==> config.mk <==
export PLATFORM = sky130hd
export DESIGN_NAME = result_fifo2
export DESIGN_NICKNAME = d
export VERILOG_FILES = /design/src/rtl/sha_result_checker_pkg.sv /design/src/rtl/result_fifo2.sv
export SDC_FILE = /design/constraint.sdc
export NUM_CORES = 1
export LEC_CHECK = 0
export ABC_AREA = 1
export CORE_UTILIZATION = 30
export DETAILED_ROUTE_END_ITERATION = 10
export GPL_TIMING_DRIVEN = 0
export PLACE_DENSITY = 0.5
export SYNTH_ARGS = -nofsm -noshare
export SYNTH_HDL_FRONTEND = slang
export SYNTH_SLANG_ARGS = --single-unit
==> constraint.sdc <==
create_clock -name clk -period 7.8 [get_ports clk]
set_input_delay 1.56 -clock clk [delete_from_list [all_inputs] [get_ports clk]]
set_output_delay 1.56 -clock clk [all_outputs]
set_load 0.03 [all_outputs]
==> src/rtl/sha_result_checker_pkg.sv <==
// Shared types for the SHA result path: digest state, checker FSM states,
// the buffered result record and the digest byte-swap helper.
package sha_result_checker_pkg;

  typedef struct packed {
    logic [31:0] a;
    logic [31:0] b;
    logic [31:0] c;
    logic [31:0] d;
    logic [31:0] e;
    logic [31:0] f;
    logic [31:0] g;
    logic [31:0] h;
  } HashState;

  typedef enum logic [1:0] {
    IDLE   = 2'd0,
    SEARCH = 2'd1,
    DONE   = 2'd2
  } checker_state_e;

  typedef struct packed {
    logic [31:0] nonce;
    logic [31:0] word;
  } CheckResult;

  function automatic logic [31:0] bswap32(input logic [31:0] x);
    return {x[7:0], x[15:8], x[23:16], x[31:24]};
  endfunction

endpackage

==> src/rtl/result_fifo2.sv <==
// Two-entry FIFO of CheckResult records with flush and drop-on-full reporting.
// Flush empties the FIFO first, then a same-cycle push is still accepted.
module result_fifo2
  import sha_result_checker_pkg::*;
(
  input  logic       clk,
  input  logic       rst,
  input  logic       flush,
  input  logic       push,
  input  CheckResult din,
  input  logic       pop,
  output CheckResult dout,
  output logic       full,
  output logic       empty,
  output logic       drop
);

  CheckResult mem [2];
  logic [1:0] cnt;
  logic       wr_ptr;
  logic       rd_ptr;
  logic       do_pop;
  logic       accept;

  assign empty  = (cnt == 2'd0);
  assign full   = (cnt == 2'd2);
  assign do_pop = pop & ~empty;
  // A pop on a full FIFO frees the slot the same-cycle push lands in.
  assign accept = push & (~full | do_pop);
  assign drop   = push & full & ~do_pop & ~flush;
  assign dout   = mem[rd_ptr];

  always_ff @(posedge clk) begin
    if (rst) begin
      mem[0] <= '0;
      mem[1] <= '0;
      cnt    <= 2'd0;
      wr_ptr <= 1'b0;
      rd_ptr <= 1'b0;
    end else if (flush) begin
      rd_ptr <= 1'b0;
      if (push) begin
        mem[0] <= din;
        wr_ptr <= 1'b1;
        cnt    <= 2'd1;
      end else begin
        wr_ptr <= 1'b0;
        cnt    <= 2'd0;
      end
    end else begin
      if (accept) begin
        mem[wr_ptr] <= din;
        wr_ptr      <= ~wr_ptr;
      end
      if (do_pop) begin
        rd_ptr <= ~rd_ptr;
      end
      cnt <= cnt + {1'b0, accept} - {1'b0, do_pop};
    end
  end

endmodule

==> impl_metrics.json <==
{
  "crit_path_max_fanout": 5,
  "post_synth_cell_types": 23,
  "clock_insertion_delay_worst_skew_ns": 0.42,
  "io_pins": 136,
  "worstSetupEndpointType": "output port",
  "synth.cell_area_um2": 6319,
  "remaining_drc_errors": 0,
  "switching_power_uw": 483.0,
  "cellInternalPower_uw": 1467,
  "combinationalPowerShare": 0.156,
  "synthArstFlopShare": 0,
  "ys_seq_elements": 133,
  "finalMaxSlewViolations": 0,
  "power.share.clock": 0.411,
  "worst_setup_path_start_kind": "input port",
  "diodes": 0,
  "ctsRootBufferMaster": "sky130_fd_sc_hd__clkbuf_16",
  "synth.largest_area_cell": "sky130_fd_sc_hd__edfxtp_1",
  "grt-ovfl-total": 0,
  "first_pass_iters": 4,
  "final-hold-violation-count": 0,
  "seq_area_frac_synth": 0.6242,
  "grt_start_max_net_pins": 38,
  "hp-start": "rd_ptr$_SDFFE_PP0N_",
  "relSlewSlack": 0.5994,
  "fillers": 1939,
  "critical_path_required_ns": 6.24,
  "fraction_of_final_layout_cells_sized_beyond_drive_strength_1": 0.3159,
  "synthCells": 461,
  "synth.area.top_cells": "sky130_fd_sc_hd__edfxtp_1 (61%), sky130_fd_sc_hd__mux2_2 (11%), sky130_fd_sc_hd__nor2_4 (6.4%)",
  "vdd_ir_drop_max_mv": 0.1499,
  "route.antenna.remaining_nets": 0,
  "r2r_setup_slack_ns": 5.61,
  "cts_max_level": 4,
  "path_cells": "clkdlybuf4s50_1 -> inv_1 -> nor3_1 -> clkdlybuf4s50_1",
  "max_slew.worst_pin.slew_ns": 0.6009,
  "critical-path-max-stage-delay_ns": 0.71,
  "post-synth-top-area-fraction": 0.6083,
  "setup-violations-final": 0,
  "clock_sinks": 133,
  "rr_startpoint": "cnt[0]$_SDFF_PP0_",
  "synth_top_flop_cell": "sky130_fd_sc_hd__edfxtp_1",
  "critical_path.slowest_cell": "sky130_fd_sc_hd__clkdlybuf4s50_1",
  "reg2reg_depth": 9,
  "die_area_um2": 21650,
  "detail_route.wirelength_mm": 14.57,
  "hold_path_depth": 2,
  "max_cap_viol_count": 0,
  "crit_path_frequent_cell": "sky130_fd_sc_hd__clkdlybuf4s50_1",
  "die-width_um": 147.1,
  "holdCritPathClass": "flip-flop to flip-flop",
  "cts_tree": "done",
  "start_util": 0.3093,
  "detail_route.vias_per_cell": 4.380,
  "power_leakage_uw": 0.003324,
  "vias_in_the_first_global_route": 4143,
  "post-route-cell-area_um2": 8656,
  "regToRegEndpoint": "mem[1][60]$_SDFFCE_PN0P_",
  "yosysWarnings": 0,
  "synth_enable_flop_cells": 128,
  "rsz0062_at_grt": "false",
  "placement.cell_area_um2": 8068,
  "ctsHoldBuffers": 0,
  "grt_use_total": 0.1431,
  "dp_hpwl_mm": 9.566,
  "signed_area_change_from_the_synthesized_netlist_to_the_final_layout_pct": 36.99,
  "power.density_cell_area_nw_per_um2": 225.3,
  "final_nets": 687,
  "place_congestion": 0.7339,
  "clock_path_buffers": 2,
  "wire_length_of_the_first_global_routing_pass_mm": 22.92,
  "skew_ns": 0.01075,
  "number_of_nets_in_the_synthesized_netlist": 531,
  "post_cts_buffers": 0,
  "min_delay_worst_endpoint": "rd_ptr$_SDFFE_PP0N_",
  "seq_power_share": 0.433,
  "floorplan.core_area_um2": 20430,
  "cp_class": "input port to output port",
  "grt_antenna_before_repair": 0,
  "post_cts_resized": 0,
  "port_buffers": 135,
  "synth_cell_count_leaders": "sky130_fd_sc_hd__edfxtp_1 (128), sky130_fd_sc_hd__inv_1 (70), sky130_fd_sc_hd__mux2_2 (64)",
  "cts_buffers": 17,
  "clkSlewWorstSetupHoldPaths_ns": 0.05,
  "sw_frac_of_total": 0.2476,
  "totalNegativeSetupSlack_ns": 0,
  "timing.critical_path.arrival_ns": 3.17,
  "post_synth.cell_area_avg_um2": 13.71,
  "synth.most_common_cell": "sky130_fd_sc_hd__edfxtp_1",
  "dieHeight_um": 147.1,
  "fin_crit_sh": 0.6065,
  "max_freq_mhz": 211.4,
  "run_status": "finished, final reports clean",
  "drt-wirelength-per-cell_um": 16.19,
  "layout_min_cycle_time_ns": 4.731,
  "via_count": 3942,
  "violation_count_after_the_first_detailed_routing_iteration": 157,
  "rows": 52
}
cell usage in the layout (no fill, tap or decap), types with 11 or more instances in the layout:
cell type                         instances
sky130_fd_sc_hd__clkbuf_16               17
sky130_fd_sc_hd__edfxtp_1               128
sky130_fd_sc_hd__nor2_4                  36
sky130_fd_sc_hd__buf_2                   11
sky130_fd_sc_hd__clkdlybuf4s50_1        135
sky130_fd_sc_hd__a21oi_1                 35
sky130_fd_sc_hd__inv_1                   70
sky130_fd_sc_hd__mux2_2                  64
sky130_fd_sc_hd__nor2_1                  30
sky130_fd_sc_hd__nand2_1                 13
sky130_fd_sc_hd__a21oi_2                 29
metrics by stage:
step,power [uW],instances,util,hold slack (ns),worst slack [ns]
3_3_place_gp,1167,866,0.3920,0.5254,1.060
4_1_cts,1977,900,0.4237,0.5563,3.076
5_1_grt,2023,900,0.4237,0.6196,3.025
2_1_floorplan,1034,461,-,0.5174,3.397
6_report,1950,900,0.4237,0.5494,3.069
3_5_place_dp,1169,868,0.3949,0.5457,3.093
flip-flops by register name (all words and copies together), names as in the netlist, named ones only:
name and flops:
rd_ptr 1, mem 128, wr_ptr 1, cnt 2
cell type report:
class                           instances  area [um^2]  share of cell area
Buffer                                 28        251.5             0.02905
Clock buffer                           18        429.2             0.04958
Tap cell                              270        337.8             0.03903
Clock inverter                         14        158.9             0.01836
Multi-Input combinational cell        228         1873              0.2164
Sequential cell                       133         3944              0.4556
Inverter                               72        270.3             0.03122
Timing Repair Buffer                  137         1391              0.1607
worst max-delay path, delay by kind of cell:
| kind | cells | cell delay [ns] |
|---|---|---|
| simple gates | 1 | 0.21 |
| buf+inv | 3 | 1.40 |
power groups by stage:
stage	Combinational (uW)	Sequential, uW	Clock [uW]
6_report	304	845	802
5_1_grt	324	849	850
4_1_cts	310	845	821
3_5_place_dp	309	860	0
3_3_place_gp	303	863	0
2_1_floorplan	175	859	0
cells by family after synthesis:
logic type | synth area share
AOI/OAI and AO/OA | 0.06792
muxes | 0.1141
and+or+nand+nor | 0.1093
DFF | 0.6242
adders and majority gates | 0.001980
buffers and inverters | 0.08257
worst max-delay path by stage:
stage,slack (ns),start,end
floorplan,3.40,pop,mem[0][0]$_SDFFCE_PN0P_
global placement,1.06,flush,mem[0][55]$_SDFFCE_PN0P_
detailed placement,3.09,push,drop
CTS,3.08,push,drop
global route,3.02,push,drop
finish,3.07,push,drop
routing by layer:
layer | GRT usage | vias up | wire length (um)
li1 | - | 1893 | -
met1 | 0.1756 | 1935 | 6482
met2 | 0.2361 | 96 | 7304
met3 | 0.03913 | 18 | 552
met4 | 0.06031 | 0 | 231
met5 | 0 | - | 0
No activity file was read; power rests on OpenSTA's default activity.
